<file path="config.mk">
export PLATFORM = sky130hd
export DESIGN_NAME = pwm_breath_decoder
export DESIGN_NICKNAME = d
export VERILOG_FILES = /design/src/rtl/pwm_breath_decoder.sv
export SDC_FILE = /design/constraint.sdc
export NUM_CORES = 1
export LEC_CHECK = 0
export ABC_CLOCK_PERIOD_IN_PS = 6300
export BUFFER_PORTS_ARGS = -buffer_cell sky130_fd_sc_hd__buf_2
export CORE_MARGIN = 2
export CORE_UTILIZATION = 50
export DETAILED_ROUTE_END_ITERATION = 10
export PLACE_DENSITY = 0.8
export SLEW_MARGIN = 20
export SYNTH_ARGS = -nofsm -noshare
export SYNTH_HDL_FRONTEND = slang
export SYNTH_SLANG_ARGS = --single-unit
</file>
<file path="constraint.sdc">
create_clock -name clk_div_i -period 6.3 [get_ports clk_div_i]
set_input_delay 1.26 -clock clk_div_i [delete_from_list [all_inputs] [get_ports clk_div_i]]
set_output_delay 1.26 -clock clk_div_i [all_outputs]
set_load 0.1 [all_outputs]
</file>
<file path="src/rtl/pwm_breath_decoder.sv">
// Recovers per-frame duty level, colour set and breathing direction from a PWM-masked RGB line.
// Frame results appear two edges after the last sample of a frame is presented on rgb4_i.
module pwm_breath_decoder #(
  parameter int FRAME_LEN = 16,
  parameter int LVL_W     = $clog2(FRAME_LEN) + 1
) (
  input  logic             clk_div_i,
  input  logic             rst_i,
  input  logic [2:0]       rgb4_i,
  output logic [LVL_W-1:0] level_o,
  output logic [2:0]       color_o,
  output logic             valid_o,
  output logic             dir_o,
  output logic             dir_change_o,
  output logic             locked_o,
  output logic             sync_err_o
);

  typedef enum logic {UNLOCKED, LOCKED} state_t;

  localparam logic [LVL_W-1:0] LAST_IDX = LVL_W'(FRAME_LEN - 1);
  localparam logic [LVL_W-1:0] ONE      = LVL_W'(1);

  state_t           state, state_nxt;
  logic [2:0]       r_in;
  logic             line, line_d, rise;
  logic [LVL_W-1:0] idx, hi_cnt, cnt_sum;
  logic [2:0]       col_acc, col_sum;
  logic             prev_vld;
  logic             restart, accum, frame_end, err;

  assign line    = |r_in;
  assign rise    = line & ~line_d;
  assign cnt_sum = hi_cnt + LVL_W'(line);
  assign col_sum = col_acc | r_in;

  always_ff @(posedge clk_div_i or posedge rst_i) begin
    if (rst_i) state <= UNLOCKED;
    else       state <= state_nxt;
  end

  // restart: current sample becomes idx 0; accum: sample joins the running frame
  always_comb begin
    state_nxt = state;
    restart   = 1'b0;
    accum     = 1'b0;
    frame_end = 1'b0;
    err       = 1'b0;
    case (state)
      UNLOCKED: begin
        if (rise) begin
          restart   = 1'b1;
          state_nxt = LOCKED;
        end
      end
      LOCKED: begin
        if (rise && idx != '0) begin
          err     = 1'b1;
          restart = 1'b1;
        end else if (idx == '0) begin
          restart = 1'b1;
        end else begin
          accum     = 1'b1;
          frame_end = (idx == LAST_IDX);
        end
      end
      default: state_nxt = UNLOCKED;
    endcase
  end

  always_ff @(posedge clk_div_i or posedge rst_i) begin
    if (rst_i) begin
      r_in         <= '0;
      line_d       <= 1'b0;
      idx          <= '0;
      hi_cnt       <= '0;
      col_acc      <= '0;
      prev_vld     <= 1'b0;
      level_o      <= '0;
      color_o      <= '0;
      valid_o      <= 1'b0;
      dir_o        <= 1'b0;
      dir_change_o <= 1'b0;
      locked_o     <= 1'b0;
      sync_err_o   <= 1'b0;
    end else begin
      r_in         <= rgb4_i;
      line_d       <= line;
      valid_o      <= frame_end;
      sync_err_o   <= err;
      dir_change_o <= 1'b0;
      locked_o     <= (state_nxt == LOCKED);

      if (restart) begin
        hi_cnt  <= LVL_W'(line);
        col_acc <= r_in;
        idx     <= ONE;
      end else if (accum) begin
        hi_cnt  <= cnt_sum;
        col_acc <= col_sum;
        idx     <= frame_end ? '0 : idx + ONE;
      end

      // level_o still holds the previously reported level, so it doubles as prev
      if (frame_end) begin
        level_o  <= cnt_sum;
        color_o  <= col_sum;
        prev_vld <= 1'b1;
        if (prev_vld) begin
          if (cnt_sum > level_o && !dir_o) begin
            dir_o        <= 1'b1;
            dir_change_o <= 1'b1;
          end else if (cnt_sum < level_o && dir_o) begin
            dir_o        <= 1'b0;
            dir_change_o <= 1'b1;
          end
        end
      end
    end
  end

endmodule
</file>
* Word level (Yosys, flattened, before mapping)
Index checks and enable logic that the tools add are counted. W data, S select, Z words.
Storage, ports and cells: register bits 31, output and inout bits 13, word-level logic and storage cells 58
Cells by class: magnitude comparators 2, multiplexer cells 26, equal/unequal tests 1, bitwise gates (word level) 4, add/subtract/negate cells 2, reduce and logical (&&, ||, !) cells 10
Operators by type and width (count):
- $mux W5 | 5
- $mux W1 | 18
- $mux W3 | 2
- $add A5 B1 Y5 | 1
- $add A5 B1 Y5 const B | 1
- $eq A5 B4 Y1 const B | 1
- $gt A5 B5 Y1 | 1
- $logic_not A5 Y1 | 1
- $lt A5 B5 Y1 | 1
- $reduce_bool A5 Y1 | 1
- $reduce_bool A2 Y1 | 2
- $logic_and A1 B1 Y1 | 3
- $or A3 B3 Y3 | 1
- $reduce_and A3 Y1 | 1
- $reduce_or A3 Y1 | 1
- $not A1 Y1 | 2
- $pmux W1 S2 | 1
- $and A1 B1 Y1 | 1
- $logic_not A1 Y1 | 1

* Logic depth before layout (Yosys ltp)
word-level depth 8, gate-level depth with buffers 11

* Worst setup path after synthesis
OpenSTA, ideal clock, no wires.
kind flip-flop to flip-flop, start point register r_in[0], end point register dir_change_o, period minus slack after synthesis 2436 ps, slack 3864 ps, arrival 2356 ps, cell stages (with the launch flop) 12, setup time 80 ps, path through dfrtp_1 > nor3_4 > inv_1 > ha_1 > ha_1 > nand3_1 > xor2_1 > inv_1 > ha_1 > a21o_1 > a31oi_1 > mux2i_1
Between the ends: word-level cells in the longest chain between the ends 8
Ends and longest elaborated chain:
- start, declared | line 25 | logic [2:0] r_in;
- start signal, assigned | line 87 | r_in <= rgb4_i;
- $reduce_or A3 Y1 * | line 32 | assign line = |r_in;
- via line | line 26 | logic line, line_d, rise;
- $add A5 B1 Y5 * | line 34 | assign cnt_sum = hi_cnt + LVL_W'(line);
- via cnt_sum[4] | line 27 | logic [LVL_W-1:0] idx, hi_cnt, cnt_sum;
- $lt A5 B5 Y1 | line 113 | end else if (cnt_sum < level_o && dir_o) begin
- $logic_and A1 B1 Y1 | line 113
- $mux W1 | line 113
- $mux W1 * | line 110 | if (cnt_sum > level_o && !dir_o) begin
- $mux W1 * | line 109 | if (prev_vld) begin
- $mux W1 * | line 105 | if (frame_end) begin
- end signal, assigned | line 91 | dir_change_o <= 1'b0;
- end signal, assigned | line 112 | dir_change_o <= 1'b1;
- end signal, assigned | line 115 | dir_change_o <= 1'b1;
- end, declared | line 14 | output logic dir_change_o,
The timed path passes the listed nets; every way through them passes the cells marked *. A chain may end at the register's enable or synchronous reset.

* Worst setup path in the final report
Same ends and word-level chain as after synthesis.

==> out/qor.yml <==
synth:
  synth_fp_nets: 153
  synth_top_area_frac: 0.5245
  syn_avg_cell_area_um2: 10.72
  synth_area_um2: 1479
  synth-seq-area-share: 0.5245
  ys_warn_count: 0
  ys_ff_latch: 31
  synth.distinct_cells: 34
  postSynthCellCount: 138
  yosys-top-cells-area: "dfrtp_1 52%, ha_1 8.5%, inv_1 4.1%"
  synth_top_area_cell: "dfrtp_1"
worst_setup_path:
  cp_num_buf_inv: 2
  slowest_delay_ns: 0.43
  cp.required_ns: 6.56
  cpMostUsedCell: "ha_1"
  cp-end-kind: "register"
  crit_path_cell_trace: "nor3_4, inv_1, ha_1, ha_1, nand3_1, xor2_1, inv_1, ha_1, a21o_1, a31oi_1, mux2i_1"
  cp_max_fo: 5
  criticalPathCategory: "reg2reg"
  crit_slowest_cell: "dfrtp_1"
  crit_family: "adder cells"
  worstPathArrival_ns: 2.91
  critPathLaunchType: "register"
sta:
  setup-violations-final: 0
  finalMaxSlewViolations: 0
  finalHoldViolations: 0
  fin_crit_ns: 2.657
  holdWs_ns: 0.4778
  fin_worst_skew_ns: 0.01213
  rsz0062_at_grt: "no"
  fmax_ghz: 0.3763
  fin_ws_ns: 3.643
  fin_setup_tns_ns: 0
  worst_slew_pin_slew_ns: 0.7562
  max_slew_margin: 0.4888
  period_share: 0.4218
die:
  die_h_um: 58.39
  dieArea_um2: 3409
  die_w_um: 58.39
  core_um2: 2781
  start_util: 0.5317
  row_count: 19
  ios: 18
cells_and_area:
  num_antenna_cells: 0
  seq_area_um2: 775.7
  nets: 174
  fillerInstances: 233
  stdcell_count: 191
  syn_to_final_growth_pct: 12.94
  drive_above_1_share: 0.2375
  multi_input_area_um2: 616.8
clock_tree:
  cts.sinks: 31
  clockBufferDepth: 2
  clock-root-buffer: "clkbuf_4"
  hold_buffers: 0
  h-tree-depth: 2
  clkTransAtPathRegs_ns: 0.10
  postCtsSetupBuffers: 0
  cts_buffers: 5
  clkLatencyLatePin_ns: 0.32
  cts_resized: 0
  cts_tree: "yes"
global_routing:
  grt_usage: 0.1775
  gr-total-overflow: 0
  grt_pass1_wl_um: 4457
  grt_max_degree: 32
  grt_pass1_vias: 1064
  grt_antenna_before_repair: 0
route:
  postRouteAntennaNets: 0
  avgRoutedWirePerCell_um: 13.22
  detail_route.vias_per_cell: 5.513
  route.detailed.drc: 0
  drtIter0Drc: 28
  wirelength_um: 2525
  dr.pass1.iters: 5
  num_vias: 1053
place:
  dp.cells: 183
  hpwl_um: 1835
  pre_cts_ws_ns: 3.658
  routabilityCongestion: 0.9225
  port_buffers: 17
worst_hold_path:
  holdCritPathClass: "reg2reg"
job:
  maxCapViolations: 0
power_and_ir_drop:
  peakVddDrop_uv: 456.9
  power_density_nw_per_um2: 551.0
  power_leakage_nw: 0.8631
outcome:
  status: "completed"
==> cell usage after synthesis <==
cell / count
a211oi_2: 1
a21o_1: 2
a21oi_1: 8
a22o_1: 6
a31oi_1: 1
and3_1: 1
and3_2: 2
buf_6: 1
clkbuf_1: 2
dfrtp_1: 31
ha_1: 10
inv_1: 16
inv_2: 2
mux2_4: 1
mux2i_1: 1
nand2_1: 12
nand2b_1: 1
nand3_1: 5
nand3b_1: 1
nand4_1: 1
nor2_1: 8
nor2_2: 1
nor3_1: 1
nor3_4: 1
nor3b_1: 2
nor4b_1: 1
o2111ai_2: 1
o211ai_1: 1
o211ai_2: 1
o21ai_0: 9
o22a_2: 1
o32ai_1: 2
or4b_4: 1
xor2_1: 3
==> final cells by class <==
cell class	count	area share
multi-input cells	86	0.3693
inverters	18	0.04045
repair buffers	17	0.05094
clock inverters	2	0.02097
flip-flops and latches	31	0.4644
clock buffers	6	0.03071
well taps	31	0.02322
==> stage by stage <==
stage	util	power, mW	instance area [um2]
final	0.6005	0.9204	1670
after floorplan	-	0.6783	1479
after detailed placement	0.5695	0.7638	1584
after global placement	0.5695	0.7449	1584
after global routing	0.6005	0.9858	1670
after CTS	0.6005	0.9256	1670
==> routing by layer <==
layer	up-vias	GRT usage	share of wire	routed length (um)
li1	524	-	-	-
met1	501	0.2107	0.47	1182
met2	23	0.2809	0.46	1168
met3	5	0.06813	0.053	134
met4	0	0.08970	0.016	40
met5	-	0	0	0
==> cells in the final DEF, fill, tap and decap left out, types with 2 or more instances in the layout <==
cell type / instances
nor3b_1: 2
a22o_1: 6
dfrtp_1: 31
xor2_1: 3
clkbuf_4: 5
a21oi_1: 8
o21ai_0: 9
nand3_1: 5
ha_1: 10
buf_2: 17
and3_2: 2
nand2_1: 12
inv_2: 3
o32ai_1: 2
a21o_1: 2
nor2_1: 8
inv_1: 15
==> kinds of logic (layout without fill, tap and decap cells) <==
group,Yosys count,in the layout,share of synthesized area
simple gates,38,38,0.1396
buf+inv,21,43,0.05838
xor+xnor,3,3,0.01777
compound gates,33,33,0.1582
mux,2,2,0.01692
fa+ha+maj,10,10,0.08460
flops,31,31,0.5245
==> path summary, 6_finish.rpt <==
kind                                  from           end  slack, ns  cells after the start
max in group asynchronous            rst_i        idx[3]       4.87                      2
worst max register to register     r_in[0]  dir_change_o       3.64                     11
worst max-delay path               r_in[0]  dir_change_o       3.64                     11
worst min-delay path            color_o[2]    color_o[2]       0.48                      2
worst min register to register  color_o[2]    color_o[2]       0.48                      2
min in group asynchronous            rst_i       valid_o       1.01                      2
==> power breakdown <==
group          switching (mW)  total [mW]  internal, mW
Clock                  0.0653       0.159        0.0938
Combinational           0.317       0.457         0.140
Sequential             0.0455       0.304         0.258
==> worst min-delay path: stages, from the launching register on <==
cell and delay (ns):
dfrtp_1 0.34, nand2_1 0.04, o21ai_0 0.06
==> flip-flops by register name, indices dropped and copies added, names as in the netlist, 3 cells and up <==
| name | flops |
|---|---|
| hi_cnt | 5 |
| idx | 5 |
| level_o | 5 |
| col_acc | 3 |
| color_o | 3 |
| r_in | 3 |
Note: power is estimated with default switching activity, not from simulation.
